File: src/rtl/ad9958_spi_responder_if.sv
// AD9958 serial-port pin bundle: SPI pins plus the I/O update and master reset strobes.
// The controller drives every pin (master); the responder only observes them (slave).
interface ad9958_spi_responder_if;
   logic       dds_sclk;
   logic       dds_cs_n;
   logic [3:0] dds_sdio;
   logic       dds_master_reset;
   logic       dds_io_update;

   modport master (
      output dds_sclk, dds_cs_n, dds_sdio, dds_master_reset, dds_io_update
   );

   modport slave (
      input dds_sclk, dds_cs_n, dds_sdio, dds_master_reset, dds_io_update
   );
endinterface

File: src/rtl/ad9958_spi_responder.sv
// Device-side model of the AD9958 serial write port: oversamples the pins, decodes
// instruction/data frames into per-channel shadows and commits them on I/O update.
//
// Pin bundle (pins): every pin is level-sampled through SYNC_STAGES flops; there is no
// valid/ready handshake. A frame is qualified by dds_cs_n low, each data group is
// qualified by a synchronized dds_sclk rise, and dds_io_update acts on its rising edge.
module ad9958_spi_responder #(
   parameter int SYNC_STAGES = 2
) (
   input  logic                  clock,
   input  logic                  reset,
   ad9958_spi_responder_if.slave pins,
   output logic [7:0]            csr,
   output logic [23:0]           fr1,
   output logic [15:0]           fr2,
   output logic [23:0]           cfr_ch0,
   output logic [23:0]           cfr_ch1,
   output logic [31:0]           ftw_ch0,
   output logic [31:0]           ftw_ch1,
   output logic [23:0]           acr_ch0,
   output logic [23:0]           acr_ch1,
   output logic                  write_done,
   output logic [4:0]            write_addr,
   output logic                  frame_error,
   output logic [1:0]            dbg_state_o
);
   typedef enum logic [1:0] {S_IDLE = 2'd0, S_INSTR = 2'd1, S_DATA = 2'd2, S_DISCARD = 2'd3} state_e;

   // Synchronizer lane layout: {io_update, master_reset, cs_n, sclk, sdio[3:0]}
   localparam logic [7:0]  PIN_IDLE    = 8'h20;
   localparam logic [7:0]  CSR_DEFAULT = 8'hF0;
   localparam logic [23:0] CFR_DEFAULT = 24'h000302;

   function automatic logic [2:0] reg_len(input logic [4:0] a);
      case (a)
         5'h00:   reg_len = 3'd1;
         5'h01:   reg_len = 3'd3;
         5'h02:   reg_len = 3'd2;
         5'h03:   reg_len = 3'd3;
         5'h04:   reg_len = 3'd4;
         5'h05:   reg_len = 3'd2;
         5'h06:   reg_len = 3'd3;
         default: reg_len = 3'd0;
      endcase
   endfunction

   logic [SYNC_STAGES-1:0][7:0] pin_sync_q;
   logic [7:0] pin_s;
   logic       sclk_prev_q, iou_prev_q;
   logic       sclk_rise, iou_rise, cs_s, mr_s;
   logic [3:0] sdio_s;

   always_ff @(posedge clock) begin
      if (reset) begin
         pin_sync_q  <= {SYNC_STAGES{PIN_IDLE}};
         sclk_prev_q <= 1'b0;
         iou_prev_q  <= 1'b0;
      end else begin
         pin_sync_q  <= {pin_sync_q[SYNC_STAGES-2:0], pins.dds_io_update, pins.dds_master_reset,
                         pins.dds_cs_n, pins.dds_sclk, pins.dds_sdio};
         sclk_prev_q <= pin_s[4];
         iou_prev_q  <= pin_s[7];
      end
   end

   assign pin_s     = pin_sync_q[SYNC_STAGES-1];
   assign sdio_s    = pin_s[3:0];
   assign sclk_rise = pin_s[4] & ~sclk_prev_q;
   assign cs_s      = pin_s[5];
   assign mr_s      = pin_s[6];
   assign iou_rise  = pin_s[7] & ~iou_prev_q;

   state_e      state_q, state_d;
   logic [5:0]  bit_cnt_q, bit_cnt_d;
   logic [31:0] shift_q, shift_d;
   logic [4:0]  addr_q, addr_d;
   logic [2:0]  len_q, len_d;
   logic [7:0]  csr_q, csr_d;
   logic [23:0] fr1_sh_q, fr1_sh_d, fr1_q, fr1_d;
   logic [15:0] fr2_sh_q, fr2_sh_d, fr2_q, fr2_d;
   logic [23:0] cfr0_sh_q, cfr0_sh_d, cfr0_q, cfr0_d;
   logic [23:0] cfr1_sh_q, cfr1_sh_d, cfr1_q, cfr1_d;
   logic [31:0] ftw0_sh_q, ftw0_sh_d, ftw0_q, ftw0_d;
   logic [31:0] ftw1_sh_q, ftw1_sh_d, ftw1_q, ftw1_d;
   logic [23:0] acr0_sh_q, acr0_sh_d, acr0_q, acr0_d;
   logic [23:0] acr1_sh_q, acr1_sh_d, acr1_q, acr1_d;
   logic        write_done_q, write_done_d;
   logic [4:0]  write_addr_q, write_addr_d;
   logic        frame_error_q, frame_error_d;

   logic        wide, lsb_first;
   logic [5:0]  cnt_next;
   logic [31:0] word_v;

   assign wide      = (csr_q[2:1] == 2'b11);
   assign lsb_first = csr_q[0];

   always_comb begin
      state_d       = state_q;
      bit_cnt_d     = bit_cnt_q;
      shift_d       = shift_q;
      addr_d        = addr_q;
      len_d         = len_q;
      csr_d         = csr_q;
      fr1_sh_d      = fr1_sh_q;
      fr2_sh_d      = fr2_sh_q;
      cfr0_sh_d     = cfr0_sh_q;
      cfr1_sh_d     = cfr1_sh_q;
      ftw0_sh_d     = ftw0_sh_q;
      ftw1_sh_d     = ftw1_sh_q;
      acr0_sh_d     = acr0_sh_q;
      acr1_sh_d     = acr1_sh_q;
      fr1_d         = fr1_q;
      fr2_d         = fr2_q;
      cfr0_d        = cfr0_q;
      cfr1_d        = cfr1_q;
      ftw0_d        = ftw0_q;
      ftw1_d        = ftw1_q;
      acr0_d        = acr0_q;
      acr1_d        = acr1_q;
      write_done_d  = 1'b0;
      write_addr_d  = write_addr_q;
      frame_error_d = 1'b0;
      cnt_next      = bit_cnt_q + (wide ? 6'd4 : 6'd1);

      // The word is always assembled in the low bits; shift_q is cleared at each word start
      word_v = shift_q;
      if (lsb_first) begin
         if (wide) word_v[bit_cnt_q[4:0] +: 4] = sdio_s;
         else      word_v[bit_cnt_q[4:0]]      = sdio_s[0];
      end else begin
         word_v = wide ? {shift_q[27:0], sdio_s} : {shift_q[30:0], sdio_s[0]};
      end

      case (state_q)
         S_IDLE: begin
            if (!cs_s) begin
               state_d   = S_INSTR;
               bit_cnt_d = '0;
               shift_d   = '0;
            end
         end
         S_INSTR, S_DATA: begin
            if (cs_s) begin
               state_d       = S_IDLE;
               bit_cnt_d     = '0;
               shift_d       = '0;
               frame_error_d = (bit_cnt_q != 6'd0);
            end else if (sclk_rise) begin
               bit_cnt_d = cnt_next;
               shift_d   = word_v;
               if (state_q == S_INSTR) begin
                  if (cnt_next == 6'd8) begin
                     bit_cnt_d = '0;
                     shift_d   = '0;
                     if (word_v[7] || (reg_len(word_v[4:0]) == 3'd0)) begin
                        frame_error_d = 1'b1;
                        state_d       = S_DISCARD;
                     end else begin
                        addr_d  = word_v[4:0];
                        len_d   = reg_len(word_v[4:0]);
                        state_d = S_DATA;
                     end
                  end
               end else if (cnt_next == {len_q, 3'b000}) begin
                  bit_cnt_d    = '0;
                  shift_d      = '0;
                  state_d      = S_INSTR;
                  write_done_d = 1'b1;
                  write_addr_d = addr_q;
                  case (addr_q)
                     5'h00: csr_d    = word_v[7:0];
                     5'h01: fr1_sh_d = word_v[23:0];
                     5'h02: fr2_sh_d = word_v[15:0];
                     5'h03: begin
                        if (csr_q[6]) cfr0_sh_d = word_v[23:0];
                        if (csr_q[7]) cfr1_sh_d = word_v[23:0];
                     end
                     5'h04: begin
                        if (csr_q[6]) ftw0_sh_d = word_v;
                        if (csr_q[7]) ftw1_sh_d = word_v;
                     end
                     5'h06: begin
                        if (csr_q[6]) acr0_sh_d = word_v[23:0];
                        if (csr_q[7]) acr1_sh_d = word_v[23:0];
                     end
                     default: ;
                  endcase
               end
            end
         end
         S_DISCARD: begin
            if (cs_s) state_d = S_IDLE;
         end
         default: state_d = S_IDLE;
      endcase

      // Commit from the shadow next-values so a write finishing this cycle is included
      if (iou_rise) begin
         fr1_d  = fr1_sh_d;
         fr2_d  = fr2_sh_d;
         cfr0_d = cfr0_sh_d;
         cfr1_d = cfr1_sh_d;
         ftw0_d = ftw0_sh_d;
         ftw1_d = ftw1_sh_d;
         acr0_d = acr0_sh_d;
         acr1_d = acr1_sh_d;
      end
   end

   always_ff @(posedge clock) begin
      if (reset || mr_s) begin
         state_q       <= S_IDLE;
         bit_cnt_q     <= '0;
         shift_q       <= '0;
         addr_q        <= '0;
         len_q         <= '0;
         csr_q         <= CSR_DEFAULT;
         fr1_sh_q      <= '0;
         fr2_sh_q      <= '0;
         cfr0_sh_q     <= CFR_DEFAULT;
         cfr1_sh_q     <= CFR_DEFAULT;
         ftw0_sh_q     <= '0;
         ftw1_sh_q     <= '0;
         acr0_sh_q     <= '0;
         acr1_sh_q     <= '0;
         fr1_q         <= '0;
         fr2_q         <= '0;
         cfr0_q        <= CFR_DEFAULT;
         cfr1_q        <= CFR_DEFAULT;
         ftw0_q        <= '0;
         ftw1_q        <= '0;
         acr0_q        <= '0;
         acr1_q        <= '0;
         write_done_q  <= 1'b0;
         write_addr_q  <= '0;
         frame_error_q <= 1'b0;
      end else begin
         state_q       <= state_d;
         bit_cnt_q     <= bit_cnt_d;
         shift_q       <= shift_d;
         addr_q        <= addr_d;
         len_q         <= len_d;
         csr_q         <= csr_d;
         fr1_sh_q      <= fr1_sh_d;
         fr2_sh_q      <= fr2_sh_d;
         cfr0_sh_q     <= cfr0_sh_d;
         cfr1_sh_q     <= cfr1_sh_d;
         ftw0_sh_q     <= ftw0_sh_d;
         ftw1_sh_q     <= ftw1_sh_d;
         acr0_sh_q     <= acr0_sh_d;
         acr1_sh_q     <= acr1_sh_d;
         fr1_q         <= fr1_d;
         fr2_q         <= fr2_d;
         cfr0_q        <= cfr0_d;
         cfr1_q        <= cfr1_d;
         ftw0_q        <= ftw0_d;
         ftw1_q        <= ftw1_d;
         acr0_q        <= acr0_d;
         acr1_q        <= acr1_d;
         write_done_q  <= write_done_d;
         write_addr_q  <= write_addr_d;
         frame_error_q <= frame_error_d;
      end
   end

   assign csr         = csr_q;
   assign fr1         = fr1_q;
   assign fr2         = fr2_q;
   assign cfr_ch0     = cfr0_q;
   assign cfr_ch1     = cfr1_q;
   assign ftw_ch0     = ftw0_q;
   assign ftw_ch1     = ftw1_q;
   assign acr_ch0     = acr0_q;
   assign acr_ch1     = acr1_q;
   assign write_done  = write_done_q;
   assign write_addr  = write_addr_q;
   assign frame_error = frame_error_q;
   assign dbg_state_o = state_q;
endmodule

File: src/flat_wrapper.sv
// flat-port wrapper written by rule: the top's interface ports become plain ports
module ad9958_spi_responder_flat 
#(
   parameter int SYNC_STAGES = 2
)
  (clock, reset, csr, fr1, fr2, cfr_ch0, cfr_ch1, ftw_ch0, ftw_ch1, acr_ch0, acr_ch1, write_done, write_addr, frame_error, dbg_state_o, pins_dds_sclk, pins_dds_cs_n, pins_dds_sdio, pins_dds_master_reset, pins_dds_io_update);
  ad9958_spi_responder_if pins_i ();
  input  logic clock;
  input  logic reset;
  output logic [7:0] csr;
  output logic [23:0] fr1;
  output logic [15:0] fr2;
  output logic [23:0] cfr_ch0;
  output logic [23:0] cfr_ch1;
  output logic [31:0] ftw_ch0;
  output logic [31:0] ftw_ch1;
  output logic [23:0] acr_ch0;
  output logic [23:0] acr_ch1;
  output logic write_done;
  output logic [4:0] write_addr;
  output logic frame_error;
  output logic [1:0] dbg_state_o;
  input wire logic [$bits(pins_i.dds_sclk)-1:0] pins_dds_sclk;
  input wire logic [$bits(pins_i.dds_cs_n)-1:0] pins_dds_cs_n;
  input wire logic [$bits(pins_i.dds_sdio)-1:0] pins_dds_sdio;
  input wire logic [$bits(pins_i.dds_master_reset)-1:0] pins_dds_master_reset;
  input wire logic [$bits(pins_i.dds_io_update)-1:0] pins_dds_io_update;
  assign pins_i.dds_sclk = pins_dds_sclk;
  assign pins_i.dds_cs_n = pins_dds_cs_n;
  assign pins_i.dds_sdio = pins_dds_sdio;
  assign pins_i.dds_master_reset = pins_dds_master_reset;
  assign pins_i.dds_io_update = pins_dds_io_update;
  ad9958_spi_responder #(.SYNC_STAGES(SYNC_STAGES)) u_core (.clock(clock), .reset(reset), .pins(pins_i), .csr(csr), .fr1(fr1), .fr2(fr2), .cfr_ch0(cfr_ch0), .cfr_ch1(cfr_ch1), .ftw_ch0(ftw_ch0), .ftw_ch1(ftw_ch1), .acr_ch0(acr_ch0), .acr_ch1(acr_ch1), .write_done(write_done), .write_addr(write_addr), .frame_error(frame_error), .dbg_state_o(dbg_state_o));
endmodule
File: config.mk
export PLATFORM = sky130hd
export DESIGN_NAME = ad9958_spi_responder_flat
export DESIGN_NICKNAME = d
export VERILOG_FILES = /design/src/rtl/ad9958_spi_responder_if.sv /design/src/rtl/ad9958_spi_responder.sv /design/src/flat_wrapper.sv
export SDC_FILE = /design/constraint.sdc
export NUM_CORES = 1
export LEC_CHECK = 0
export CAP_MARGIN = 20
export CORE_ASPECT_RATIO = 0.6
export CORE_MARGIN = 4
export CORE_UTILIZATION = 50
export DETAILED_ROUTE_END_ITERATION = 7
export PLACE_DENSITY_LB_ADDON = 0.3
export SETUP_SLACK_MARGIN = 0.02
export SLEW_MARGIN = 20
export SYNTH_ARGS = -nofsm -noshare
export SYNTH_HDL_FRONTEND = slang
export SYNTH_SLANG_ARGS = --single-unit
export TNS_END_PERCENT = 30
File: constraint.sdc
create_clock -name clock -period 3.9 [get_ports clock]
set_input_delay 0.585 -clock clock [delete_from_list [all_inputs] [get_ports clock]]
set_output_delay 0.585 -clock clock [all_outputs]
set_load 0.1 [all_outputs]
# Word level (Yosys, flattened, before mapping)
# Cells that the tools add are included.
[classes]
n_addsub = 2
n_lt_le_gt_ge = 2
eq_ne = 22
shifts = 2
mux = 97
n_bitwise = 9
reduce_logical = 19
[ops]
columns = ["op", "n"]
rows = [
  ["24-bit 2-to-1 mux", 34],
  ["32-bit 2-to-1 mux", 23],
  ["16-bit 2-to-1 mux", 6],
  ["32-bit bitwise mux", 2],
  ["32-bit case mux with 2 select lines", 1],
  ["6-bit 2-to-1 mux", 6],
  ["4-bit by 7-bit variable shift with 32-bit output (first input constant)", 1],
  ["4-bit by 7-bit variable part select with 32-bit output", 1],
  ["5-bit by 3-bit equality test with 1-bit output (second input constant)", 5],
  ["5-bit by 2-bit equality test with 1-bit output (second input constant)", 4],
  ["3-bit 2-to-1 mux", 6],
  ["2-bit 2-to-1 mux", 7],
  ["3-bit case mux with 4 select lines", 1],
  ["6-bit case mux with 2 select lines", 1],
  ["6-bit AND reduction", 2],
  ["5-bit by 1-bit equality test with 1-bit output (second input constant)", 2],
  ["5-bit logical NOT", 2],
  ["5-bit AND reduction", 2],
  ["1-bit 2-to-1 mux", 8],
  ["5-bit negation with 7-bit output", 1],
  ["1-bit inverter", 7],
  ["6-bit adder", 1],
  ["2-bit equality test (second input constant)", 3],
  ["6-bit by 4-bit equality test with 1-bit output (second input constant)", 1],
  ["other kinds (22)", 26],
]
[word_totals]
reg_bits = 481
input_bits = 10
output_inout_bits = 217
elab_cells = 182

# Depth between registers and ports, before layout
# Gate-level depths: netlist of the first run.
[depth]
ltp_word = 23
depth_mapped = 18
mapped_depth_nobuf = 11

# Worst setup path before layout of the first run
# Ideal clock, no wire load.
[synth_timing]
path_kind = "reg2reg"
startpoint = "reg u_core.csr_q[1] (netlist: u_core.csr[1])"
endpoint = "reg u_core.csr_q[6] (netlist: u_core.csr[6])"
setup_time_ns = 0.129
arrival_time_ns = 4.337
required_ns = 3.771
slack_ns = -0.567
stages_incl_launch_ff = 15
n_path_buf = 4
synth_period_minus_slack_ns = 4.467
path_cell_list = "dfxtp_1 -> nand2_1 -> inv_1 -> buf_1 -> clkbuf_1 -> ha_1 -> a31oi_2 -> xnor2_1 -> xnor2_1 -> buf_2 -> nand4_2 -> or4_1 -> buf_2 -> mux2i_1 -> nand2_1"
[synth_via]
elab_chain_len = 5
word_cells_on_any_way = 8
classes_between = "1 x add/sub; 2 x eq/ne; 4 x mux; 1 x reduce/logical"
[synth_rtl]
columns = ["item", "line", "rtl"]
rows = [
  ["from (decl)", "ad9958_spi_responder.sv:78", "logic [7:0] csr_q, csr_d;"],
  ["from (signal assigned)", "ad9958_spi_responder.sv:244", "csr_q <= csr_d;"],
  ["2-bit equality test (*)", "ad9958_spi_responder.sv:95", "assign wide = (csr_q[2:1] == 2'b11);"],
  ["3-bit 2-to-1 mux", "ad9958_spi_responder.sv:124", "cnt_next = bit_cnt_q + (wide ? 6'd4 : 6'd1);"],
  ["6-bit adder", "ad9958_spi_responder.sv:124", ""],
  ["6-bit equality test", "ad9958_spi_responder.sv:165", "end else if (cnt_next == {len_q, 3'b000}) begin"],
  ["6-bit AND reduction (no line)", "--", ""],
]
# Every way passes the cells marked *; elsewhere a longest branch is shown, timed or not.
# A chain may end at the register's enable or synchronous reset.

# Final worst setup path of the first run
[layout_timing]
startpoint = "reg u_core.bit_cnt_q[3]"
endpoint = "reg u_core.acr1_q[6] (netlist: u_core.acr_ch1[6])"
[layout_via]
elab_chain_len = 14
word_cells_on_any_way = 21
classes_between = "2 x add/sub; 2 x order compare; 1 x eq/ne; 2 x shift; 13 x mux; 1 x reduce/logical"
[layout_rtl]
columns = ["item", "line", "rtl"]
rows = [
  ["from (decl)", "ad9958_spi_responder.sv:74", "logic [5:0] bit_cnt_q, bit_cnt_d;"],
  ["from (signal assigned)", "ad9958_spi_responder.sv:240", "bit_cnt_q <= bit_cnt_d;"],
  ["5-bit by 6-bit < comparator with 1-bit output (implied by the code) / 5-bit by 1-bit >= comparator with 1-bit output (equally long branches)", "ad9958_spi_responder.sv:130", "else word_v[bit_cnt_q[4:0]] = sdio_s[0];"],
  ["1-bit logical AND (implied by the code)", "ad9958_spi_responder.sv:130", ""],
  ["1-bit 2-to-1 mux (implied by the code)", "ad9958_spi_responder.sv:130", ""],
  ["1-bit demux with 5-bit select", "--", ""],
  ["32-bit bitwise mux", "ad9958_spi_responder.sv:130", ""],
  ["32-bit 2-to-1 mux", "ad9958_spi_responder.sv:129", "if (wide) word_v[bit_cnt_q[4:0] +: 4] = sdio_s;"],
  ["32-bit 2-to-1 mux", "ad9958_spi_responder.sv:128", "if (lsb_first) begin"],
  ["24-bit 2-to-1 mux", "ad9958_spi_responder.sv:185", "if (csr_q[7]) acr1_sh_d = word_v[23:0];"],
  ["24-bit 2-to-1 mux", "ad9958_spi_responder.sv:171", "case (addr_q)"],
  ["24-bit 2-to-1 mux (*)", "ad9958_spi_responder.sv:165", ""],
  ["24-bit 2-to-1 mux (*)", "ad9958_spi_responder.sv:152", "if (state_q == S_INSTR) begin"],
  ["24-bit 2-to-1 mux (*)", "ad9958_spi_responder.sv:149", "end else if (sclk_rise) begin"],
  ["24-bit 2-to-1 mux (*)", "ad9958_spi_responder.sv:144", "if (cs_s) begin"],
  ["24-bit 2-to-1 mux (*)", "ad9958_spi_responder.sv:135", "case (state_q)"],
  ["to (signal assigned)", "ad9958_spi_responder.sv:260", "acr1_q <= acr1_d;"],
  ["to (decl)", "ad9958_spi_responder.sv:86", "logic [23:0] acr1_sh_q, acr1_sh_d, acr1_q, acr1_d;"],
]
# Marked as above.

==> flow_summary.toml, run 1 <==
[timing]
maxSlewHeadroom = 0.277
fin_tns_setup_ns = 0
fin_crit_ns = 3.66
worstMarginPinSlew_ns = 1.08
finClkSkew_ns = 0.0189
rsz0062_at_grt = "false"
hold_viol_final = 0
setup_viol = 0
fin_crit_sh = 0.940
report.final.slew_viol_count = 0
max_freq_mhz = 273

[critical_path]
worstPathCellList = "or3b_4 -> a22o_1 -> nor3_1 -> mux2_1 -> mux4_2 -> mux2i_1 -> a21oi_1"
cp_top_family = "multiplexers"
rr_startpoint = "u_core.bit_cnt_q[3]$_SDFFE_PP0P_"
critical_path_class = "register to register"
critPathBufInv = 0
critPathLaunch = "u_core.bit_cnt_q[3]$_SDFFE_PP0P_"
worstSetupStartpointType = "register"
worstPathRequired_ns = 4.32
worstPathMaxFanout = 25
cp.arrival_ns = 4.09
cp_slowest_stage_delay_ns = 0.67
cp_slowest_cell = "mux4_2"
crit_path_end_kind = "register"

[floorplanning]
core_mm2 = 0.0394
die_y_um = 164
die_area_mm2 = 0.0438
start_util = 0.512
dieWidth_um = 267
num_io_pins = 227
rows = 56

[logic_synthesis]
synth_common_cells = "dfxtp_1 (481), nand2_1 (232), o21ai_0 (229)"
syn_inst = 2260
synth_top_area_share = 0.477
synth_most_common_cell = "dfxtp_1"
synth_cell_types = 96
ys_warn_count = 0
synth_seq_cells = 481
ys_seq_area_frac = 0.477
synth_area_leader_cell = "dfxtp_1"
ys_top_cells_by_area = "dfxtp_1 (48%), mux2i_1 (6.5%), o21ai_0 (5.7%)"
synth.cell_area_mm2 = 0.0202
synthArstFlopShare = 0
ys.flop_type = "dfxtp_1"
synth_edf_count = 0
syn_nets = 2282
syn_avg_cell_area_um2 = 8.94

[clock_network]
cts_tree = "built"
cts.path.max_buffers = 3
cts_inserted_buffers = 42
hold_buffers = 0
post_cts_buffers = 0
cts_num_sinks = 481
htree_num_levels = 2
clkTransAtPathRegs_ns = 0.07
root_buffer = "clkbuf_16"
clock_latency_ns = 0.57
ctsResizeCount = 0

[pwr]
p_leak_nw = 8.98
pwr-share-clk = 0.426
swShare = 0.256
p_seq_frac = 0.491
power.switching_mw = 2.62
comb_power_share = 0.083
p_int_mw = 7.61
irDropWorstVdd_mv = 0.406
power_per_cell_area_mw_per_mm2 = 414

[route]
postRouteAntennaNets = 0
routed_wl_um = 72600
vias = 18800
drt_iter0_markers = 2251
via_per_inst = 6.25
top_layer = "met4"
wl_per_cell_um = 24.1
wl_met1_um = 32300
dr_wl_met3_um = 8470
met2_length_um = 30100
drc = 0
first_pass_iters = 6

[grt]
grt_pass1_vias = 17700
grt_pass1_wl_um = 109000
antenna_found_initial = 2
grt-ovfl-total = 0
grt_util_all_layers = 0.320
grt_max_degree = 169

[job]
maxCapViolations = 0

[finish]
regArea_mm2 = 0.00964
antenna_cells = 0
fin_nets = 2480
area_growth_pct = 22.6
post_route_cells_drive_above_1_share = 0.114
fill_cells = 3283
multiInputGateArea_mm2 = 0.00974
final_area_mm2 = 0.0248
post-route-util = 0.628

[hold_path]
min_from = "u_core.pin_sync_q[5]$_SDFF_PP1_"
hold_class = "register to register"

[placement]
dpl_cell_area_mm2 = 0.0233
post-dp-hpwl_um = 51800
io_buffers = 226
place_congestion = 1.03

[run_status]
status = "complete, no violations"
==> worst register-to-register path, cell delays in order, from the launching register on <==
cell and delay (ns):
dfxtp_1 0.63, or3b_4 0.59, a22o_1 0.37, nor3_1 0.47, mux2_1 0.39, mux4_2 0.67
mux2i_1 0.30, a21oi_1 0.11
==> layout make-up <==
| class | count | area share |
|---|---|---|
| Multi-Input combinational cell | 1574 | 0.393 |
| Sequential cell | 481 | 0.389 |
| Timing Repair Buffer | 343 | 0.130 |
| Clock buffer | 63 | 0.0509 |
| Tap cell | 522 | 0.0264 |
| Clock inverter | 15 | 0.00733 |
| Inverter | 16 | 0.00243 |
==> through the flow <==
step / setup WS [ns] / power [mW] / std cells / hold WS [ns]
global route: 0.0666 / 10.5 / 3014 / 0.451
detailed placement: 0.337 / 5.97 / 2936 / 0.396
floorplan: 0.0225 / 5.73 / 2260 / 0.389
CTS: 0.329 / 10.3 / 3014 / 0.411
global placement: 0.347 / 5.97 / 2936 / 0.395
finish: 0.235 / 10.2 / 3014 / 0.410
==> sequential cells by signal (all words and copies together) (netlist names), 32 cells and up <==
name / count
u_core.shift_q: 32
u_core.ftw_ch1: 32
u_core.ftw_ch0: 32
u_core.ftw1_sh_q: 32
u_core.ftw0_sh_q: 32
==> layout by cell type, fill, tap and decap left out, drive strengths merged, types with 28 or more instances in the layout <==
cell type / count
a21oi: 171
a31oi: 32
a32oi: 28
buf: 118
clkbuf: 63
clkdlybuf4s50: 225
dfxtp: 481
mux2: 41
mux2i: 131
nand2: 232
nand3: 66
nor2: 225
nor3: 41
o21ai: 231
==> logic make-up after synthesis <==
logic type,count (synthesis),share of synthesized area
and+or+nand+nor,734,0.174
xor gates and xnor gates,9,0.00527
AOI/OAI and AO/OA,637,0.194
muxes,182,0.0989
DFF,481,0.477
adders and majority gates,12,0.00743
buffers and inverters,205,0.0435
==> power groups by stage <==
stage                     Combinational, mW  Sequential, mW  Clock [mW]
after floorplan                       0.231            5.50           0
after global placement                0.835            5.13           0
after detailed placement              0.840            5.13           0
after CTS                             0.844            5.02        4.41
after global routing                  0.882            5.02        4.60
final                                 0.850            5.02        4.37
==> metal layers <==
metal  global-route usage  vias up
met5                    0        -
met2                0.459     1007
met1                0.473     9232
li1                     -     8492
met4               0.0818        0
met3               0.0898      111
==> worst paths after layout <==
kind	end	slack [ns]	cells after the start
worst max-delay path	u_core.acr_ch1[6]$_SDFFE_PP0P_	0.24	7
worst min-delay path	u_core.pin_s[5]$_SDFF_PP1_	0.41	1
worst max register to register	u_core.acr_ch1[6]$_SDFFE_PP0P_	0.24	7
worst min register to register	u_core.pin_s[5]$_SDFF_PP1_	0.41	1
Power figures use the tool's default switching activity.
==> run 2, diff against run 1 <==
==> constraint.sdc (replaced) <==
create_clock -name clock -period 4.4 [get_ports clock]
set_input_delay 0.66 -clock clock [delete_from_list [all_inputs] [get_ports clock]]
set_output_delay 0.66 -clock clock [all_outputs]
set_load 0.1 [all_outputs]
==> flow_summary.toml, run 2 (synthesis gave the netlist of run 1 again) <==
[finish]
layout_common_cells = "dfxtp_1 (478), nand2_1 (232), o21ai_0 (229)"
post_route_cells_drive_above_1_share = 0.110
fin_nets = 2465
final_common_cell = "dfxtp_1"
final_area_mm2 = 0.0247
area_growth_pct = 22.1

[timing]
worstMarginPinSlew_ns = 1.06
rsz0062_at_grt = "false"
setup_viol = 0
report.final.slew_viol_count = 0
maxSlewHeadroom = 0.292
fin_crit_ns = 3.79
hold_viol_final = 0
finClkSkew_ns = 0.0310
fin_tns_setup_ns = 0
fin_crit_sh = 0.862
max_freq_mhz = 264

[floorplanning]
dieWidth_um = 267
die_area_mm2 = 0.0438
start_util = 0.512
rows = 56
num_io_pins = 227
die_y_um = 164
core_mm2 = 0.0394

[route]
wl_per_cell_um = 23.8
dr_wl_met3_um = 8490
met2_length_um = 29300
wl_met1_um = 32000
vias = 18700
drc = 0
drt_iter0_markers = 2354
routed_wl_um = 71300
via_per_inst = 6.22
postRouteAntennaNets = 0
top_layer = "met4"
first_pass_iters = 6

[clock_network]
root_buffer = "clkbuf_16"
htree_num_levels = 2
cts_inserted_buffers = 43
clkTransAtPathRegs_ns = 0.07
cts_tree = "built"
ctsResizeCount = 0
clock_latency_ns = 0.57
post_cts_buffers = 0
cts_num_sinks = 481
hold_buffers = 0
cts.path.max_buffers = 3

[placement]
io_buffers = 226
place_congestion = 1.00
dpl_cell_area_mm2 = 0.0232
post-dp-hpwl_um = 50100

[pwr]
irDropWorstVdd_mv = 0.290
power_per_cell_area_mw_per_mm2 = 370
swShare = 0.255
p_seq_frac = 0.488
comb_power_share = 0.082
pwr-share-clk = 0.430
power.switching_mw = 2.33
p_leak_nw = 8.91
p_int_mw = 6.79

[grt]
antenna_found_initial = 1
grt_util_all_layers = 0.316
grt-ovfl-total = 0
grt_pass1_wl_um = 108000
grt_pass1_vias = 17700
grt_max_degree = 142

[critical_path]
worstSetupStartpointType = "register"
crit_path_end_kind = "register"
critical_path_class = "register to register"
worstPathRequired_ns = 4.83
cp.arrival_ns = 4.22
worstPathMaxFanout = 10

[hold_path]
hold_class = "register to register"

[run_status]
status = "complete, no violations"

[job]
maxCapViolations = 0
[run 2: power groups by stage]
stage                     registers, mW  clock network (mW)  logic (mW)
after floorplan                    4.88                   0       0.204
after global placement             4.55                   0       0.734
after detailed placement           4.55                   0       0.738
after CTS                          4.45                3.95       0.741
after global routing               4.45                4.14       0.779
final                              4.45                3.93       0.748
[run 2: layout make-up]
| cell class | instances | area, um^2 |
|---|---|---|
| clock buffers | 61 | 1290 |
| multi-input cells | 1574 | 9750 |
| clock inverters | 17 | 190 |
| flip-flops and latches | 481 | 9630 |
| fillers | 3281 | 14800 |
| diodes | 1 | 2.50 |
| repair buffers | 327 | 3080 |
| well taps | 522 | 653 |
| inverters | 16 | 60.1 |
[run 2: critical path: stages, from the launching register on]
cell	delay, ns
dfxtp_1	0.31
inv_1	0.09
ha_1	0.17
inv_1	0.10
ha_1	0.52
buf_4	0.25
nand2b_1	0.15
nand3_1	0.30
nor3_1	0.26
mux2_1	0.38
mux4_2	0.70
mux2i_1	0.29
a21oi_1	0.11
[run 2: worst paths after layout]
kind	from	to	slack, ns	cells after the start
hold reg to reg	u_core.pin_sync_q[5]$_SDFF_PP1_	u_core.pin_s[5]$_SDFF_PP1_	0.41	1
setup / recovery	u_core.bit_cnt_q[1]$_SDFFE_PP0P_	u_core.fr1[6]$_SDFFE_PP0P_	0.61	12
hold / removal	u_core.pin_sync_q[5]$_SDFF_PP1_	u_core.pin_s[5]$_SDFF_PP1_	0.41	1
setup reg to reg	u_core.bit_cnt_q[1]$_SDFFE_PP0P_	u_core.fr1[6]$_SDFFE_PP0P_	0.61	12
[run 2: metal layers]
metal | track usage | vias to the layer above
met1 | 0.467 | 9059
met3 | 0.0946 | 117
met2 | 0.451 | 1018
li1 | - | 8466
met5 | 0 | -
met4 | 0.0797 | 0
[run 2: stage by stage]
stage          std cells  setup WS, ns   util  hold slack, ns  power (mW)
2_1_floorplan       2260         0.325      -           0.389        5.08
3_3_place_gp        2920         0.729  0.587           0.397        5.28
3_5_place_dp        2920         0.758  0.587           0.399        5.29
4_1_cts             2998         0.701  0.625           0.412        9.14
5_1_grt             2998         0.419  0.625           0.436        9.37
6_report            2999         0.606  0.625           0.409        9.13
